`src/rtl/dcache_arb_rr.sv`:
```
// N-channel arbiter in front of the single dcache tbus port: accepts one request,
// issues it as a one-cycle valid pulse and routes completion back to the granted channel.
// Define DCACHE_ARB_RR_EN for round-robin arbitration; otherwise lowest channel index wins.
module dcache_arb_rr #(
  parameter int NUM_CH = 3,
  parameter int ADDR_W = 64,
  parameter int DATA_W = 64,
  parameter int OPT_W  = 2,
  parameter int CH_W   = $clog2(NUM_CH)
) (
  input  logic                     clock,
  input  logic                     reset_n,
  input  logic [NUM_CH-1:0]        req_valid,
  output logic [NUM_CH-1:0]        req_ready,
  input  logic [NUM_CH*ADDR_W-1:0] req_index,
  input  logic [NUM_CH*DATA_W-1:0] req_wdata,
  input  logic [NUM_CH*DATA_W-1:0] req_wmask,
  input  logic [NUM_CH*OPT_W-1:0]  req_optype,
  output logic [NUM_CH-1:0]        rsp_done,
  output logic [DATA_W-1:0]        rsp_rdata,
  output logic                     tbus_index_valid,
  input  logic                     tbus_index_ready,
  output logic [ADDR_W-1:0]        tbus_index,
  output logic [DATA_W-1:0]        tbus_write_data,
  output logic [DATA_W-1:0]        tbus_write_mask,
  output logic [OPT_W-1:0]         tbus_operation_type,
  input  logic [DATA_W-1:0]        tbus_read_data,
  input  logic                     tbus_operation_done,
  output logic                     busy
);

  typedef enum logic [1:0] {
    IDLE  = 2'd0,
    ISSUE = 2'd1,
    WAIT  = 2'd2
  } state_t;

  state_t          state, state_nxt;
  logic [CH_W-1:0] winner;
  logic [CH_W-1:0] grant;
  logic            accept;
  logic            done_now;

  assign accept   = (state == IDLE) && (|req_valid) && tbus_index_ready;
  // Completion is honoured in ISSUE as well as WAIT; done while IDLE is ignored.
  assign done_now = (state != IDLE) && tbus_operation_done;

`ifdef DCACHE_ARB_RR_EN
  logic [CH_W-1:0] rr_ptr;
  logic            found;

  always_comb begin
    // NOTE: every combinational output gets a default first so no latch is inferred.
    winner = rr_ptr;
    found  = 1'b0;
    for (int k = 0; k < NUM_CH; k++) begin
      int c;
      c = int'(rr_ptr) + k;
      if (c >= NUM_CH) c = c - NUM_CH;
      if (!found && req_valid[c]) begin
        winner = CH_W'(c);
        found  = 1'b1;
      end
    end
  end

  always_ff @(posedge clock or negedge reset_n) begin
    if (!reset_n) begin
      rr_ptr <= '0;
    end else if (accept) begin
      rr_ptr <= (winner == CH_W'(NUM_CH - 1)) ? '0 : winner + CH_W'(1);
    end
  end
`else
  always_comb begin
    winner = '0;
    for (int k = NUM_CH - 1; k >= 0; k--) begin
      if (req_valid[k]) winner = CH_W'(k);
    end
  end
`endif

  // NOTE: sequential state uses non-blocking assignments so all registers see pre-edge values.
  always_ff @(posedge clock or negedge reset_n) begin
    if (!reset_n) state <= IDLE;
    else          state <= state_nxt;
  end

  always_comb begin
    state_nxt = state;
    case (state)
      IDLE:    if (accept) state_nxt = ISSUE;
      ISSUE:   state_nxt = done_now ? IDLE : WAIT;
      WAIT:    if (done_now) state_nxt = IDLE;
      default: state_nxt = IDLE;
    endcase
  end

  always_comb begin
    req_ready        = accept ? (NUM_CH'(1) << winner) : '0;
    tbus_index_valid = (state == ISSUE);
    busy             = (state != IDLE);
  end

  // Payload is sampled only at acceptance so the tbus outputs hold for the whole transaction.
  always_ff @(posedge clock or negedge reset_n) begin
    if (!reset_n) begin
      grant               <= '0;
      tbus_index          <= '0;
      tbus_write_data     <= '0;
      tbus_write_mask     <= '0;
      tbus_operation_type <= '0;
      rsp_done            <= '0;
      rsp_rdata           <= '0;
    end else begin
      rsp_done <= '0;
      if (accept) begin
        grant               <= winner;
        tbus_index          <= req_index[winner*ADDR_W +: ADDR_W];
        tbus_write_data     <= req_wdata[winner*DATA_W +: DATA_W];
        tbus_write_mask     <= req_wmask[winner*DATA_W +: DATA_W];
        tbus_operation_type <= req_optype[winner*OPT_W +: OPT_W];
      end
      if (done_now) begin
        rsp_done  <= NUM_CH'(1) << grant;
        rsp_rdata <= tbus_read_data;
      end
    end
  end

endmodule

```
`config.mk`:
```
export PLATFORM = sky130hd
export DESIGN_NAME = dcache_arb_rr
export DESIGN_NICKNAME = d
export VERILOG_FILES = /design/src/rtl/dcache_arb_rr.sv
export SDC_FILE = /design/constraint.sdc
export NUM_CORES = 1
export LEC_CHECK = 0
export BUFFER_PORTS_ARGS = -buffer_cell sky130_fd_sc_hd__buf_2
export CAP_MARGIN = 20
export CORE_AREA = 2 2 359 361
export DETAILED_ROUTE_END_ITERATION = 7
export DIE_AREA = 0 0 361 363
export PLACE_DENSITY = 0.34
export SLEW_MARGIN = 40
export SYNTH_ARGS = -nofsm -noshare
export SYNTH_HDL_FRONTEND = slang
export SYNTH_SLANG_ARGS = --single-unit
```
`constraint.sdc`:
```
create_clock -name clock -period 3.6 [get_ports clock]
set_input_delay 0.54 -clock clock [delete_from_list [all_inputs] [get_ports clock]]
set_output_delay 0.54 -clock clock [all_outputs]
set_load 0.05 [all_outputs]
```
# After elaboration in Yosys (flattened, before gate mapping)
# Index checks and enable logic that the tools add are counted.
[classes] muxes=9 eq_ne=4 n_shift=6 n_reduce_logical=7
[ops] operator="$shiftx A192 B9 Y64" n=3
[ops] operator="$mux W2" n=6
[ops] operator="$mux W3" n=2
[ops] operator="$pmux W2 S3" n=1
[ops] operator="$shiftx A6 B4 Y2" n=1
[ops] operator="$shl A1 B2 Y3 const A" n=2
[ops] operator="$ne A2 B2 Y1 const B" n=2
[ops] operator="$logic_and A1 B1 Y1" n=3
[ops] operator="$reduce_or A3 Y1" n=1
[ops] operator="$eq A2 B1 Y1 const B" n=1
[ops] operator="$eq A2 B2 Y1 const B" n=1
[ops] operator="$logic_not A2 Y1" n=1
[ops] operator="$reduce_and A2 Y1" n=1
[ops] operator="$reduce_bool A2 Y1" n=1
[totals] ff_bits=265 output_inout_bits=266 inputBits=653

# Logic depth before layout (Yosys ltp)
# Gate-level depths: netlist of run 1.
[depth] depth_word=5 ltp_mapped=7 mapped_depth_nobuf=3

# Least setup slack after synthesis of run 1
# Ideal clock, no wire load.
[synth_path] path_kind="input port to output port" from="in tbus_index_ready" to="out req_ready[2]" stages=5 t_required_ns=3.060 path_slack_ns=0.701 n_path_buf=3 t_arrival_ns=2.359 cell_sequence="or3b_1 -> buf_2 -> buf_6 -> buf_6 -> nor3_1"
[synth_between] elab_chain_len=2
[synth_rtl] element="start, declared" line_no="22" source="input logic tbus_index_ready,"
[synth_rtl] element="$logic_and A1 B1 Y1" line_no="44" source="assign accept = (state == IDLE) && (|req_valid) && tbus_index_ready;"
[synth_rtl] element="$mux W3" line_no="100" source="req_ready = accept ? (NUM_CH'(1) << winner) : '0;"
[synth_rtl] element="end, declared" line_no="14" source="output logic [NUM_CH-1:0] req_ready,"
# Every way passes these cells.

# Worst setup path in the final report of run 1
[layout_path] from="reg state[1]" to="out req_ready[0]"
[layout_between] elab_chain_len=4
[layout_rtl] element="start, declared" line_no="38" source="state_t state, state_nxt;"
[layout_rtl] element="start signal, assigned" line_no="86" source="else state <= state_nxt;"
[layout_rtl] element="$logic_not A2 Y1" line_no="44"
[layout_rtl] element="$logic_and A1 B1 Y1 (2 in series)" line_no="44"
[layout_rtl] element="$mux W3" line_no="100"
# Every way passes these cells.

==> flow_metrics.py, run 1 <==
metrics = {
    "sta": {
        "rsz0062_at_grt": "false",
        "setup_viol": 0,
        "layout_min_cycle_time_ns": 2.72,
        "setup_tns_ns": 0,
        "finalCritPeriodShare_pct": 75.6,
        "final_max_slew_viol_count": 0,
        "fin_hold_ws_ns": 0.113,
        "slew_headroom_pct": 45.4,
        "tightest_slew_ns": 0.818,
        "fin_skew_ns": 0.0231,
        "max_clock_freq_mhz": 368,
        "hold_viol": 0,
    },
    "drt": {
        "wl_met2_microns": 44800,
        "vias": 16500,
        "dr_wl_met3_microns": 7090,
        "routed.top_layer": "met5",
        "viasPerCell": 3.91,
        "dr.pass1.iters": 4,
        "wl_microns": 92700,
        "drt-initial-drc-count": 825,
        "wl_met1_microns": 38500,
        "drcViolationCount": 0,
        "route.detailed.wl_per_inst_microns": 21.9,
        "ant_nets": 0,
    },
    "synthesis": {
        "synth_edf_count": 0,
        "synth.largest_area_cell": "dfrtp_1",
        "synth-main-ff-cell": "dfrtp_1",
        "synth.distinct_cells": 32,
        "synth_seq_cells": 265,
        "synth.area.top_cells": "dfrtp_1, or3b_2, o31ai_1, nand2b_1, a21oi_1",
        "synthArstFlopShare_pct": 100,
        "syn_inst": 1699,
        "netlist_area_sq_um": 15500,
        "synth_compound_area_share_pct": 22.3,
        "yosysWarnings": 0,
        "synth_fa_ha_area_share_pct": 0,
        "syn_nets": 2352,
        "yosys.area_share.simple_pct": 24.2,
        "synth.area.mux_share_pct": 4.64,
        "yosysMostFrequentCell": "dfrtp_1",
        "syn_avg_cell_area_sq_um": 9.15,
        "synth_common_cells": "dfrtp_1, a21oi_1, nor2_1, nand2b_1, o31ai_1",
        "yosysSeqAreaShare_pct": 42.7,
        "synth_top_family_by_area": "simple AND/OR/NAND/NOR gates",
        "synth_xor_xnor_area_share_pct": 0.0564,
        "synth_top_area_share_pct": 42.7,
    },
    "placement": {
        "port_buffers": 918,
        "place.gp.congestion": 0.833,
        "dp.final_hpwl_microns": 69100,
    },
    "clocking": {
        "cts_setup_buffers": 0,
        "cts_resized": 0,
        "cts_sinks": 265,
        "htreeDepth": 2,
        "clk_pin_slew_ns": 0.06,
        "root_buffer": "clkbuf_16",
        "cts_buffers": 39,
        "cts_tree": "done",
        "clkLatencyLatePin_ns": 0.60,
        "clockBufferDepth": 3,
    },
    "hold_path": {
        "hp-class": "input pin to flop",
    },
    "pwr": {
        "power_per_cell_area_nw_per_um2": 715,
        "leakage_nw": 10.4,
        "ir_worst_vdd_mv": 0.287,
    },
    "global_route": {
        "grt_pass1_vias": 17100,
        "grt_overflow": 0,
        "grt_max_degree": 104,
        "grt_pass1_wl_microns": 129000,
        "gr-usage-all-layers_pct": 13.5,
        "antenna_found_initial": 25,
    },
    "floorplan": {
        "ios": 919,
        "fp.dieW_microns": 361,
        "initial_core_util_pct": 12.2,
        "rows": 131,
        "core-area_sq_um": 127000,
        "die_height_microns": 363,
        "die_area_sq_um": 131000,
    },
    "cells_and_area": {
        "syn2layout_area_growth_pct": 50.7,
        "drive_gt1_share_pct": 50.4,
        "nNetsFinal": 3176,
        "fin_util_pct": 18.4,
        "fill_cells": 14500,
    },
    "worst_setup_path": {
        "worst_setup_path_start_kind": "flop",
        "path_class": "flop to primary output",
        "critPathTopFamily": "simple AND/OR/NAND/NOR gates",
        "cp_slowest_cell": "nor3b_4",
        "slowest_delay_ns": 0.63,
        "cp_num_buf_inv": 1,
        "cp-end-kind": "primary output",
        "path_max_fanout": 6,
        "critPathArrivalTime_ns": 2.18,
        "crit_required_ns": 3.06,
        "crit_path_cell_trace": "nor3b_4, and2_1, buf_2",
    },
    "run_status": {
        "outcome": "finished, final reports clean",
    },
    "flow_run": {
        "maxCapViolations": 0,
    },
}
-- per-stage QoR --
step,instance area (sq um),power [mW],worst slack [ns],std cells
floorplan,15500,9.93,0.701,1699
finish,23400,16.7,0.880,4223
detailed placement,22000,12.6,1.14,4143
global placement,22000,12.6,1.15,4142
CTS,23400,17.1,0.816,4213
global route,23400,17.6,0.752,4218
-- report_power, final --
| group | total (mW) | internal, mW | switching, mW |
|---|---|---|---|
| Sequential | 4.60 | 4.02 | 0.579 |
| Combinational | 7.83 | 1.92 | 5.91 |
| Clock | 4.31 | 2.62 | 1.69 |
| Total | 16.7 | 8.57 | 8.18 |
-- cell type report --
class,instances,area [sq um],area share (%)
antenna,10,25.0,0.107
clock buffer,54,1120,4.79
clock inverter,15,273,1.16
inverter,2,7.51,0.0320
multi-input combinational,1252,7980,34.1
sequential,265,6630,28.3
tap,1662,2080,8.88
timing repair buffer,963,5300,22.6
-- layout by cell type (no fill, tap or decap), drive strengths merged --
cell	Yosys	layout
a21oi	196	196
a22oi	1	1
and2	1	1
buf	82	961
bufinv	0	6
clkbuf	98	55
clkinv	0	6
clkinvlp	0	1
dfrtp	265	265
diode	0	10
dlygate4sd3	0	1
inv	2	4
mux2	64	64
nand2	3	3
nand2b	192	192
nor2	195	195
nor2b	2	2
nor3	3	3
nor3b	4	4
o21ai	196	196
o21ba	1	1
o31ai	193	193
o41ai	1	1
or2	3	3
or2b	1	1
or3b	195	195
xnor2	1	1
-- cell families after synthesis --
group / Yosys count
multiplexers: 64
XOR/XNOR: 1
AND/OR/NAND/NOR: 599
AO/OA/AOI/OAI: 588
buffers and inverters: 182
flip-flops: 265
-- flip-flops by register name (all words and copies together), names as in the netlist --
name	cells
tbus_write_mask	64
rsp_rdata	64
tbus_index	64
tbus_operation_type	2
rsp_done	3
grant	2
tbus_write_data	64
state	2
-- final timing paths --
| check | startpoint | to | slack, ns | cells after the start |
|---|---|---|---|---|
| max | state[1] | req_ready[0] | 0.88 | 3 |
| min | tbus_operation_done | state[1] | 0.11 | 2 |
| max reg2reg | state[1] | tbus_write_mask[62] | 1.29 | 4 |
| min reg2reg | tbus_write_data[43] | tbus_write_data[43] | 0.49 | 2 |
| max in group asynchronous | reset_n | tbus_write_mask[38] | 2.22 | 4 |
| min in group asynchronous | reset_n | tbus_index[62] | 0.42 | 2 |
-- worst register-to-register path: cells and delay by family (launching register included) --
family,cells,cell delay [ns]
AO/OA/AOI/OAI,2,0.90
AND/OR/NAND/NOR,1,0.63
flip-flops,1,0.45
buffers and inverters,1,0.22
-- timing repair --
action / CTS / global route
endpoints found under the hold margin: 38 / 0
setup endpoints to repair: 0 / 0
hold buffers: 1 / 0
-- metal layers --
layer	vias to the layer above	global-route usage [%]
met5	-	0
li1	7693	-
met1	8058	16.5
met2	608	22.7
met3	108	4.27
met4	24	3.77
No activity file was read; power rests on OpenSTA's default activity.
==> run 2: changes to the inputs <==
ABC_AREA = 1   (was not set)
CORE_AREA = 2 2 357 359   (was 2 2 359 361)
DIE_AREA = 0 0 359 361   (was 0 0 361 363)
clock period = 2.7 ns   (was 3.6 ns; I/O delays follow)
==> run 2 against run 1 <==
Global-route usage decreased by 0.72 points. Count of clock-buffer cells in the layout decreased by 4. Die area decreased by 1.1%. Largest power group unchanged.
==> flow_metrics.py, run 2 <==
metrics = {
    "run_status": {
        "outcome": "finished, final reports clean",
    },
    "global_route": {
        "grt_max_degree": 118,
        "gr-usage-all-layers_pct": 12.8,
        "grt_pass1_wl_microns": 123000,
        "grt_pass1_vias": 18200,
        "antenna_found_initial": 29,
        "grt_overflow": 0,
    },
    "clocking": {
        "ctsHoldBuffers": 28,
        "clk_pin_slew_ns": 0.05,
        "root_buffer": "clkbuf_16",
        "cts_resized": 0,
        "clockBufferDepth": 3,
        "cts_setup_buffers": 0,
        "cts_tree": "done",
        "cts_buffers": 37,
        "clkLatencyLatePin_ns": 0.58,
        "cts_sinks": 265,
        "htreeDepth": 2,
    },
    "worst_setup_path": {
        "cp-end-kind": "primary output",
        "path_max_fanout": 4,
        "critPathArrivalTime_ns": 2.05,
        "path_class": "flop to primary output",
        "crit_required_ns": 2.30,
        "worst_setup_path_start_kind": "flop",
    },
    "synthesis": {
        "synth-main-ff-cell": "dfrtp_1",
        "yosysWarnings": 0,
        "synth_common_cells": "nand2_1, nand3_1, dfrtp_1, inv_1, buf_2",
        "synth_seq_cells": 265,
        "synth_edf_count": 0,
        "syn_inst": 2210,
        "synth.area.top_cells": "dfrtp_1, nand2_1, nand3_1, inv_1, buf_2",
        "synth.distinct_cells": 17,
        "synth.largest_area_cell": "dfrtp_1",
        "syn_nets": 2863,
        "synth_top_area_share_pct": 44.3,
        "netlist_area_sq_um": 15000,
        "syn_avg_cell_area_sq_um": 6.77,
        "synthArstFlopShare_pct": 100,
        "yosysSeqAreaShare_pct": 44.3,
        "yosysMostFrequentCell": "nand2_1",
    },
    "pwr": {
        "leakage_nw": 13.1,
        "power_per_cell_area_nw_per_um2": 802,
        "ir_worst_vdd_mv": 0.285,
    },
    "drt": {
        "route.detailed.wl_per_inst_microns": 18.1,
        "dr.pass1.iters": 5,
        "drcViolationCount": 0,
        "vias": 18000,
        "drt-initial-drc-count": 998,
        "ant_nets": 0,
        "viasPerCell": 3.77,
        "wl_microns": 86200,
    },
    "cells_and_area": {
        "syn2layout_area_growth_pct": 54.1,
        "final_cell_mix": "buf_2, nand2_1, nand3_1, dfrtp_1, inv_1",
        "fin_util_pct": 18.4,
        "drive_gt1_share_pct": 33.7,
        "fill_cells": 14700,
        "nNetsFinal": 3745,
        "layout_commonest_cell": "buf_2",
    },
    "hold_path": {
        "hp-class": "input pin to flop",
    },
    "sta": {
        "slew_headroom_pct": 49.1,
        "rsz0062_at_grt": "false",
        "max_clock_freq_mhz": 407,
        "fin_skew_ns": 0.0134,
        "fin_hold_ws_ns": 0.0684,
        "final_max_slew_viol_count": 0,
        "layout_min_cycle_time_ns": 2.46,
        "tightest_slew_ns": 0.763,
        "finalCritPeriodShare_pct": 90.9,
        "hold_viol": 0,
        "setup_viol": 0,
        "setup_tns_ns": 0,
    },
    "placement": {
        "place.gp.congestion": 0.822,
        "dp.final_hpwl_microns": 66600,
        "port_buffers": 918,
    },
    "floorplan": {
        "die_height_microns": 361,
        "ios": 919,
        "rows": 130,
        "initial_core_util_pct": 11.9,
        "core-area_sq_um": 125000,
        "die_area_sq_um": 130000,
        "fp.dieW_microns": 359,
    },
    "flow_run": {
        "maxCapViolations": 0,
    },
}
## run 2: changes by cell type in the layout (fill, tap and decap cells not counted), sizes merged, moves of 27 or more
cell and change:
a21oi -196, dlygate4sd3 +27, inv +198, mux2 -64, nand2 +911, nand2b -192, nand3 +647, nor2 -185
o21ai -195, o31ai -193, or3b -195
## run 2: power by group
part / internal, mW / switching [mW] / total (mW)
sequential: 5.00 / 0.583 / 5.58
clock: 2.78 / 2.03 / 4.81
combinational: 1.85 / 6.25 / 8.11
## run 2: per-stage QoR
| stage | power, mW | setup slack (ns) | instance area, sq um | instances |
|---|---|---|---|---|
| 4_1_cts | 19.0 | 0.147 | 23000 | 4765 |
| 2_1_floorplan | 10.9 | 0.613 | 15000 | 2210 |
| 6_report | 18.5 | 0.245 | 23100 | 4775 |
| 3_5_place_dp | 13.9 | 0.259 | 21600 | 4675 |
| 3_3_place_gp | 13.9 | 0.110 | 21600 | 4674 |
| 5_1_grt | 19.6 | 0.132 | 23100 | 4774 |
## run 2: path summary, 6_finish.rpt
path,start,endpoint,slack (ns),depth (start not counted)
max,state[1],req_ready[1],0.24,4
min,tbus_read_data[46],rsp_rdata[46],0.07,3
max reg2reg,state[1],tbus_operation_type[0],0.54,6
min reg2reg,grant[1],rsp_done[0],0.44,1
max in group asynchronous,reset_n,tbus_write_data[20],1.49,3
min in group asynchronous,reset_n,tbus_index[18],0.42,2
## run 2: cell families (layout without fill, tap and decap cells)
group           Yosys count  after routing  synth area share, %
compound gates            2              2               0.0836
other cells               0             10                    0
flops                   265            265                 44.3
simple gates           1573           1573                 45.0
buf+inv                 370           1275                 10.6
## run 2: worst max-delay path, cell delays in order (launching register included)
cell,delay [ns]
dfrtp_1,0.40
nor2_2,0.16
nand2_2,0.11
nor2_1,0.42
buf_2,0.38
## run 2: layer usage
| metal | vias to the layer above | global-route usage, % | wire, microns |
|---|---|---|---|
| met3 | 126 | 3.74 | 5890 |
| met1 | 8440 | 14.8 | 34500 |
| met5 | - | 0 | 186 |
| li1 | 8754 | - | - |
| met4 | 28 | 4.42 | 2470 |
| met2 | 635 | 22.3 | 43100 |
## run 2: layout make-up
| type | instances | area, sq um | area share, % |
|---|---|---|---|
| inverter | 201 | 764 | 3.32 |
| multi-input combinational | 1575 | 6780 | 29.4 |
| clock inverter | 12 | 114 | 0.494 |
| tap | 1650 | 2060 | 8.95 |
| sequential | 265 | 6630 | 28.8 |
| clock buffer | 50 | 1030 | 4.49 |
| timing repair buffer | 1012 | 5640 | 24.5 |
| antenna | 10 | 25.0 | 0.109 |
